[config.mk]
export PLATFORM = sky130hd
export DESIGN_NAME = regfile_write_sched
export DESIGN_NICKNAME = d
export VERILOG_FILES = /design/src/rtl/regfile_write_sched.sv
export SDC_FILE = /design/constraint.sdc
export NUM_CORES = 1
export LEC_CHECK = 0
export CAP_MARGIN = 15
export CORE_ASPECT_RATIO = 1.5
export CORE_MARGIN = 4
export CORE_UTILIZATION = 36
export CTS_BUF_LIST = sky130_fd_sc_hd__clkbuf_8 sky130_fd_sc_hd__clkbuf_16
export CTS_CLUSTER_DIAMETER = 60
export DETAILED_ROUTE_END_ITERATION = 16
export MAX_ROUTING_LAYER = met4
export PLACE_DENSITY = 0.75
export SYNTH_ARGS = -nofsm -noshare
export SYNTH_HDL_FRONTEND = slang
export SYNTH_SLANG_ARGS = --single-unit
[constraint.sdc]
create_clock -name clk -period 1.58 [get_ports clk]
set_input_delay 0.237 -clock clk [delete_from_list [all_inputs] [get_ports clk]]
set_output_delay 0.237 -clock clk [all_outputs]
set_load 0.005 [all_outputs]
[src/rtl/regfile_write_sched.sv]
`default_nettype none
// ============================================================================
// Module   : regfile_write_sched
// Purpose  : Arbitrates the register file write port between WB and the
//            long-latency path, and tracks pending LL writes per register.
// Option   : REGFILE_WRITE_SCHED_HAZARD_CHECK_EN builds the sticky hazard flag.
// Revision : 1.0  initial release
// ============================================================================
module regfile_write_sched #(
  parameter int DATA_WIDTH = 32,
  parameter int NUM_REGS   = 16,
  parameter int SEL_WIDTH  = 4,
  parameter int MAX_WAIT   = 3
) (
  input  logic                  clk,
  input  logic                  rst,
  input  logic                  wb_valid,
  input  logic [SEL_WIDTH-1:0]  wb_sel,
  input  logic [DATA_WIDTH-1:0] wb_data,
  output logic                  wb_stall,
  input  logic                  ll_valid,
  input  logic [SEL_WIDTH-1:0]  ll_sel,
  input  logic [DATA_WIDTH-1:0] ll_data,
  output logic                  ll_ready,
  input  logic                  mark_en,
  input  logic [SEL_WIDTH-1:0]  mark_sel,
  output logic [NUM_REGS-1:0]   busy_mask,
  output logic                  rf_write_en,
  output logic [SEL_WIDTH-1:0]  rf_write_sel,
  output logic [DATA_WIDTH-1:0] rf_write_data,
  output logic                  hazard_err
);

  localparam int WAIT_W = (MAX_WAIT < 4) ? 2 : (MAX_WAIT < 8) ? 3 : 4;
  localparam logic [WAIT_W-1:0] C_MAX_WAIT = WAIT_W'(MAX_WAIT);

  logic                  wb_real;
  logic                  ll_real;
  logic                  force_ll;
  logic                  grant_ll;
  logic                  grant_wb;

  logic [WAIT_W-1:0]     wait_cnt_d,      wait_cnt_q;
  logic                  rf_write_en_d,   rf_write_en_q;
  logic [SEL_WIDTH-1:0]  rf_write_sel_d,  rf_write_sel_q;
  logic [DATA_WIDTH-1:0] rf_write_data_d, rf_write_data_q;
  logic [NUM_REGS-1:0]   busy_d,          busy_q;

  always_comb begin
    wb_real  = wb_valid & (wb_sel != '0);
    ll_real  = ll_valid & (ll_sel != '0);
    force_ll = ll_real & (wait_cnt_q == C_MAX_WAIT);
    grant_ll = ll_real & (~wb_real | force_ll);
    grant_wb = wb_real & ~grant_ll;
  end

  // Handshake outputs are forced low while reset is held, not just after it.
  assign ll_ready = ~rst & ll_valid & ((ll_sel == '0) | grant_ll);
  assign wb_stall = ~rst & wb_real & grant_ll;

  always_comb begin
    wait_cnt_d = wait_cnt_q;
    if (grant_ll || !ll_valid) begin
      wait_cnt_d = '0;
    end else if (ll_real && (wait_cnt_q != C_MAX_WAIT)) begin
      wait_cnt_d = wait_cnt_q + WAIT_W'(1);
    end
  end

  always_comb begin
    rf_write_en_d   = 1'b0;
    rf_write_sel_d  = rf_write_sel_q;
    rf_write_data_d = rf_write_data_q;
    if (grant_ll) begin
      rf_write_en_d   = 1'b1;
      rf_write_sel_d  = ll_sel;
      rf_write_data_d = ll_data;
    end else if (grant_wb) begin
      rf_write_en_d   = 1'b1;
      rf_write_sel_d  = wb_sel;
      rf_write_data_d = wb_data;
    end
  end

  // Set is applied after clear so a re-issued op to the same register stays busy.
  always_comb begin
    busy_d = busy_q;
    if (grant_ll) begin
      busy_d[ll_sel] = 1'b0;
    end
    if (mark_en && (mark_sel != '0)) begin
      busy_d[mark_sel] = 1'b1;
    end
  end

  always_ff @(posedge clk or posedge rst) begin
    if (rst) begin
      wait_cnt_q      <= '0;
      rf_write_en_q   <= 1'b0;
      rf_write_sel_q  <= '0;
      rf_write_data_q <= '0;
      busy_q          <= '0;
    end else begin
      wait_cnt_q      <= wait_cnt_d;
      rf_write_en_q   <= rf_write_en_d;
      rf_write_sel_q  <= rf_write_sel_d;
      rf_write_data_q <= rf_write_data_d;
      busy_q          <= busy_d;
    end
  end

  assign rf_write_en   = rf_write_en_q;
  assign rf_write_sel  = rf_write_sel_q;
  assign rf_write_data = rf_write_data_q;
  assign busy_mask     = busy_q;

`ifdef REGFILE_WRITE_SCHED_HAZARD_CHECK_EN
  logic hazard_set;
  logic hazard_d, hazard_q;

  always_comb begin
    hazard_set = (grant_wb & busy_q[wb_sel]) |
                 (mark_en & (mark_sel != '0) & busy_q[mark_sel]);
    hazard_d   = hazard_q | hazard_set;
  end

  always_ff @(posedge clk or posedge rst) begin
    if (rst) begin
      hazard_q <= 1'b0;
    end else begin
      hazard_q <= hazard_d;
    end
  end

  assign hazard_err = hazard_q;

`ifndef SYNTHESIS
  always_ff @(posedge clk) begin
    if (!rst && hazard_set) begin
      $error("regfile_write_sched: write hazard on busy register");
    end
  end
`endif
`else
  assign hazard_err = 1'b0;
`endif

endmodule
`default_nettype wire

# --- Word-level counts from Yosys, hierarchy flattened ---
# Index checks and enable logic that the tools add are counted.
totals:
  output_inout_bits: 56
  word_cells: 55
  register_bits: 55
op_classes:
  add_sub_neg: 1
  muxes: 14
  n_reduce_logical: 12
  eq_ne: 2
  magnitude_cmp: 4
  bitwise: 17
ops:
  columns: ["cell", "count"]
  rows:
  - ["$mux W32", 2]
  - ["$mux W16", 2]
  - ["$and A16 B16 Y16", 1]
  - ["$not A16 Y16", 1]
  - ["$or A16 B16 Y16", 1]
  - ["$reduce_bool A4 Y1", 3]
  - ["$lt A4 B5 Y1 const B", 2]
  - ["$and A1 B1 Y1", 9]
  - ["$demux W1 S4", 2]
  - ["$ge A4 B1 Y1 const B", 2]
  - ["$mux W4", 2]
  - ["$logic_and A1 B1 Y1", 4]
  - ["$logic_not A4 Y1", 1]
  - ["$mux W1", 4]
  - ["$mux W2", 2]
  - ["$reduce_bool A2 Y1", 2]
  - ["$not A1 Y1", 3]
  - ["$add A2 B1 Y2 const B", 1]
  - ["$eq A2 B2 Y1 const B", 1]
  - ["$ne A2 B2 Y1 const B", 1]
  - ["$or A1 B1 Y1", 2]
  - ["$logic_not A1 Y1", 1]
  - ["$logic_or A1 B1 Y1", 1]

# --- Depth between registers and ports, before layout ---
logic_depth:
  depth_word: 9
  depth_mapped: 5
  ltp_nobuf: 4

# --- Worst setup path after synthesis ---
# No wires, ideal clock.
synth_path:
  path_type: "input to register"
  start: "input port wb_sel[1]"
  end: "register rf_write_sel_q[0], in the netlist rf_write_sel[0]"
  path_slack_ns: 0.062
  cell_stages: 5
  t_arrival_ns: 1.385
  path_cell_list: "o41a_1 > buf_6 > a211oi_4 > buf_6 > a221oi_1"
synth_between:
  elab_chain_len: 8
  word_cells_on_any_way: 9
  classes_between: "mux: 1; bitwise: 6; reduce/logical: 2"
synth_rtl:
  columns: ["element", "line_no", "rtl"]
  rows:
  - ["from (decl)", "18", "input logic [SEL_WIDTH-1:0] wb_sel,"]
  - ["$reduce_bool A4 Y1 (*)", "50", "wb_real = wb_valid & (wb_sel != '0);"]
  - ["$and A1 B1 Y1 (*)", "50", null]
  - ["$not A1 Y1", "53", "grant_ll = ll_real & (~wb_real | force_ll);"]
  - ["$or A1 B1 Y1", "53", null]
  - ["$and A1 B1 Y1", "53", null]
  - ["$not A1 Y1", "54", "grant_wb = wb_real & ~grant_ll;"]
  - ["$and A1 B1 Y1", "54", null]
  - ["$reduce_bool A2 Y1 (no line)", null, null]
  - ["to (signal assigned)", "106", "rf_write_sel_q <= rf_write_sel_d;"]
  - ["to (decl)", "45", "logic [SEL_WIDTH-1:0] rf_write_sel_d, rf_write_sel_q;"]
# Mark *: on every way between the ends. The rest lies on a longest branch, timed or not.
# A chain may end at the register's enable or synchronous reset.

# --- Worst setup path after layout ---
layout_path:
  start: "register wait_cnt_q[0]"
  end: "register rf_write_data_q[15], in the netlist rf_write_data[15]"
layout_between:
  elab_chain_len: 7
  word_cells_on_any_way: 8
  classes_between: "eq/ne: 1; mux: 1; bitwise: 5; reduce/logical: 1"
layout_rtl:
  columns: ["element", "line_no", "rtl"]
  rows:
  - ["from (decl)", "43", "logic [WAIT_W-1:0] wait_cnt_d, wait_cnt_q;"]
  - ["from (signal assigned)", "104", "wait_cnt_q <= wait_cnt_d;"]
  - ["$eq A2 B2 Y1 (*)", "52", "force_ll = ll_real & (wait_cnt_q == C_MAX_WAIT);"]
  - ["$and A1 B1 Y1 (*)", "52", null]
  - ["$or A1 B1 Y1 (*)", "53", null]
  - ["$and A1 B1 Y1 (*)", "53", null]
  - ["$not A1 Y1", "54", null]
  - ["$and A1 B1 Y1", "54", null]
  - ["$reduce_bool A2 Y1 (no line)", null, null]
  - ["to (signal assigned)", "107", "rf_write_data_q <= rf_write_data_d;"]
  - ["to (decl)", "46", "logic [DATA_WIDTH-1:0] rf_write_data_d, rf_write_data_q;"]
# Marks and branches as above.

==> out/metrics.cfg <==
[yosys]
yosys.area.top_type=dfrtp_1
ys_seq_area_share_pct=51.6
synthesis.nets=301
yosys_warnings=0
ys_async_sr_fraction_pct=100
synth.distinct_cells=32
synth_edf_count=0
synth_area_per_cell_um2=12.2
synth_ff_type=dfrtp_1
synth_top_area_share_pct=51.6
synthTopCellsByArea=dfrtp_1 52%, a221o_1 13%, nor3b_1 9.3%
synth_area_um2=2670
synthCells=219
synth_seq_cells=55

[clocking]
cts_buffers=5
cts.clk_slew.worst_paths_ps=100
clk_path_buf_depth=2
cts_tree=built
clock_latency_ps=320
cts.sinks=55
cts_hold_buf=0
clock-root-buffer=clkbuf_8
htree_levels=2

[layout]
area_delta_synth_final_pct=76.1
final_cells=491
diodes=0
final_core_util_pct=65.0
nets=472
drive_gt1_share_pct=18.4

[global_routing]
grt-ovfl-total=0
grtUsageMet1_pct=23.0
antenna_found_initial=0
grt_util_met3_pct=3.55
top_usage_layer=met2
grt_pass1_wl_um=14300
use_met2_pct=40.2
track_usage_pct=21.6
grt_pass1_vias=2764
grt_start_max_net_pins=40

[sta]
maxSlewViolCount=0
finalClockSkew_ps=10.1
setup_ws_ps=-88.6
tightest_slew_ps=519
slew_headroom_pct=65.3
finalSetupTns_ps=-2090
setup_violations=34
finalHoldViolations=0
finalCritPeriodShare_pct=106
fmax_mhz=599
rsz0062_at_grt=yes
min_period_ps=1670

[hold_path]
holdPathStages=3
hp-class=input pin to flop
hp-start=wb_sel[0]
hold_end=rf_write_sel[0]

[setup_path]
critPathMaxStageDelay_ps=390
required_ps=1780
crit_top_cell=buf_8
cp_slowest_cell=dfrtp_1
cp-start-kind=flop
critPathTopFamily=buffers and inverters
critical_path_class=flop to flop
path_cells=ha_2 -> buf_6 -> buf_8 -> inv_4 -> a211oi_4 -> buf_12 -> buf_8 -> a221o_1
crit_buf_inv=5
cp-end-kind=flop
reg2reg_slack_ps=-90
arrival_ps=1870
rr_endpoint=rf_write_data[15]
reg2reg_depth=8
timing.rr.start=wait_cnt_q[0]
critPathMaxFanout=9

[placed_design]
port_buffers=135
dp.cells=467
globalplace.congestion=0.930
pre_cts_ws_ps=-765
hpwl_um=6690

[power]
power.density_nw_per_um2=776
p_leak_nw=1.90
design_power_total_mw=3.65
vdd_drop_max_mv=0.553

[die]
core.rowCount=38
dieArea_um2=8880
start_util_pct=36.9
die_w_um=78.3
die_h_um=113
coreArea_um2=7230
io_pins=137

[detailed_routing]
drtIter0Drc=140
drtAntennaViolNets=0
wl_per_cell_um=18.9
wl_um=9260
vias_per_cell=5.37
vias=2637
drc=0
dr.pass1.iters=4

[status]
status=complete, but fails checks
violations=negative setup slack

[run]
maxCapViolCount=0

synthesized netlist by cell type, types with 2 or more instances:
library cell,instances
a21o_1,15
a21oi_1,7
a221o_1,35
a22o_1,11
a32o_1,4
and3b_1,2
buf_2,5
buf_6,4
clkbuf_1,6
dfrtp_1,55
inv_1,7
nand2_1,6
nand2b_1,2
nor2_1,3
nor2b_1,2
nor3_1,3
nor3b_1,33
o2111ai_1,4
o41a_1,2
worst max path at each step:
stage	startpoint	endpoint	slack (ps)	cells past startpoint
after floorplan	rst	busy_mask[0]	0.07	1
after global placement	wb_sel[1]	ll_ready	-740	5
after detailed placement	wb_sel[1]	ll_ready	-770	5
after CTS	wait_cnt_q[1]	ll_ready	-120	5
after global routing	wait_cnt_q[0]	rf_write_data[15]	-170	8
final	wait_cnt_q[0]	rf_write_data[15]	-90	8
cell type report:
type,instances,area [um^2]
Clock buffer,5,68.8
Fill cell,603,2530
Clock inverter,3,63.8
Timing Repair Buffer,181,1810
Tap cell,100,125
Inverter,7,28.8
Multi-Input combinational cell,140,1220
Sequential cell,55,1380
per-stage QoR:
stage	area [um^2]	hold slack (ps)
floorplan	2670	382
global placement	4290	367
detailed placement	4290	372
CTS	4610	374
global route	4700	395
finish	4700	388
repair_timing:
item	CTS	global route
buffers inserted	10	3
pin swaps	13	32
gates resized for setup	42	10
setup endpoints to repair	55	48
gates cloned	3	1
worst reg2reg max path, stage by stage (launching register included):
cell and delay, ps:
dfrtp_1 390, ha_2 200, buf_6 120, buf_8 120, inv_4 60, a211oi_4 60
buf_12 140, buf_8 130, a221o_1 330
flip-flops by register name, summed over array words and instances (netlist names):
signal,flops
rf_write_data,32
rf_write_sel,4
wait_cnt_q,2
rf_write_en,1
busy_mask,16
logic make-up after synthesis:
logic type / after synthesis / share of synthesized area [%]
AND/OR/NAND/NOR: 57 / 14.8
buffers and inverters: 24 / 4.88
other: 1 / 0.141
flip-flops: 55 / 51.6
adder cells (fa/ha/maj): 1 / 0.469
AO/OA/AOI/OAI: 81 / 28.1
per-layer routing:
metal	routed length (um)	share of wire, %
met2	5070	55
met3	450	4.9
met4	159	1.7
met5	0	0
met1	3580	39
power by group:
part           leakage [nW]  internal (mW)  switching (mW)  total, mW
logic                  1.21          0.622           0.356      0.979
clock network        0.0695          0.627           0.467       1.09
registers             0.620           1.52          0.0560       1.57
cell usage in the layout, fill, tap and decap left out, drive strengths merged:
master	n
clkdlybuf4s50	124
dfrtp	55
buf	47
a221o	35
nor3b	33
a21o	15
a22o	11
dlygate4sd2	8
inv	8
a21oi	7
nand2	6
clkbuf	5
a32o	4
o2111ai	4
nor2	3
nor3	3
o41a	2
nor2b	2
and3b	2
nand2b	2
bufinv	2
nor4	1
a211oi	1
o41ai	1
a221oi	1
or4	1
and3	1
nand3	1
or2	1
or4b	1
ha	1
conb	1
bufbuf	1
clkdlybuf4s15	1
(Power assumes the default switching activity.)
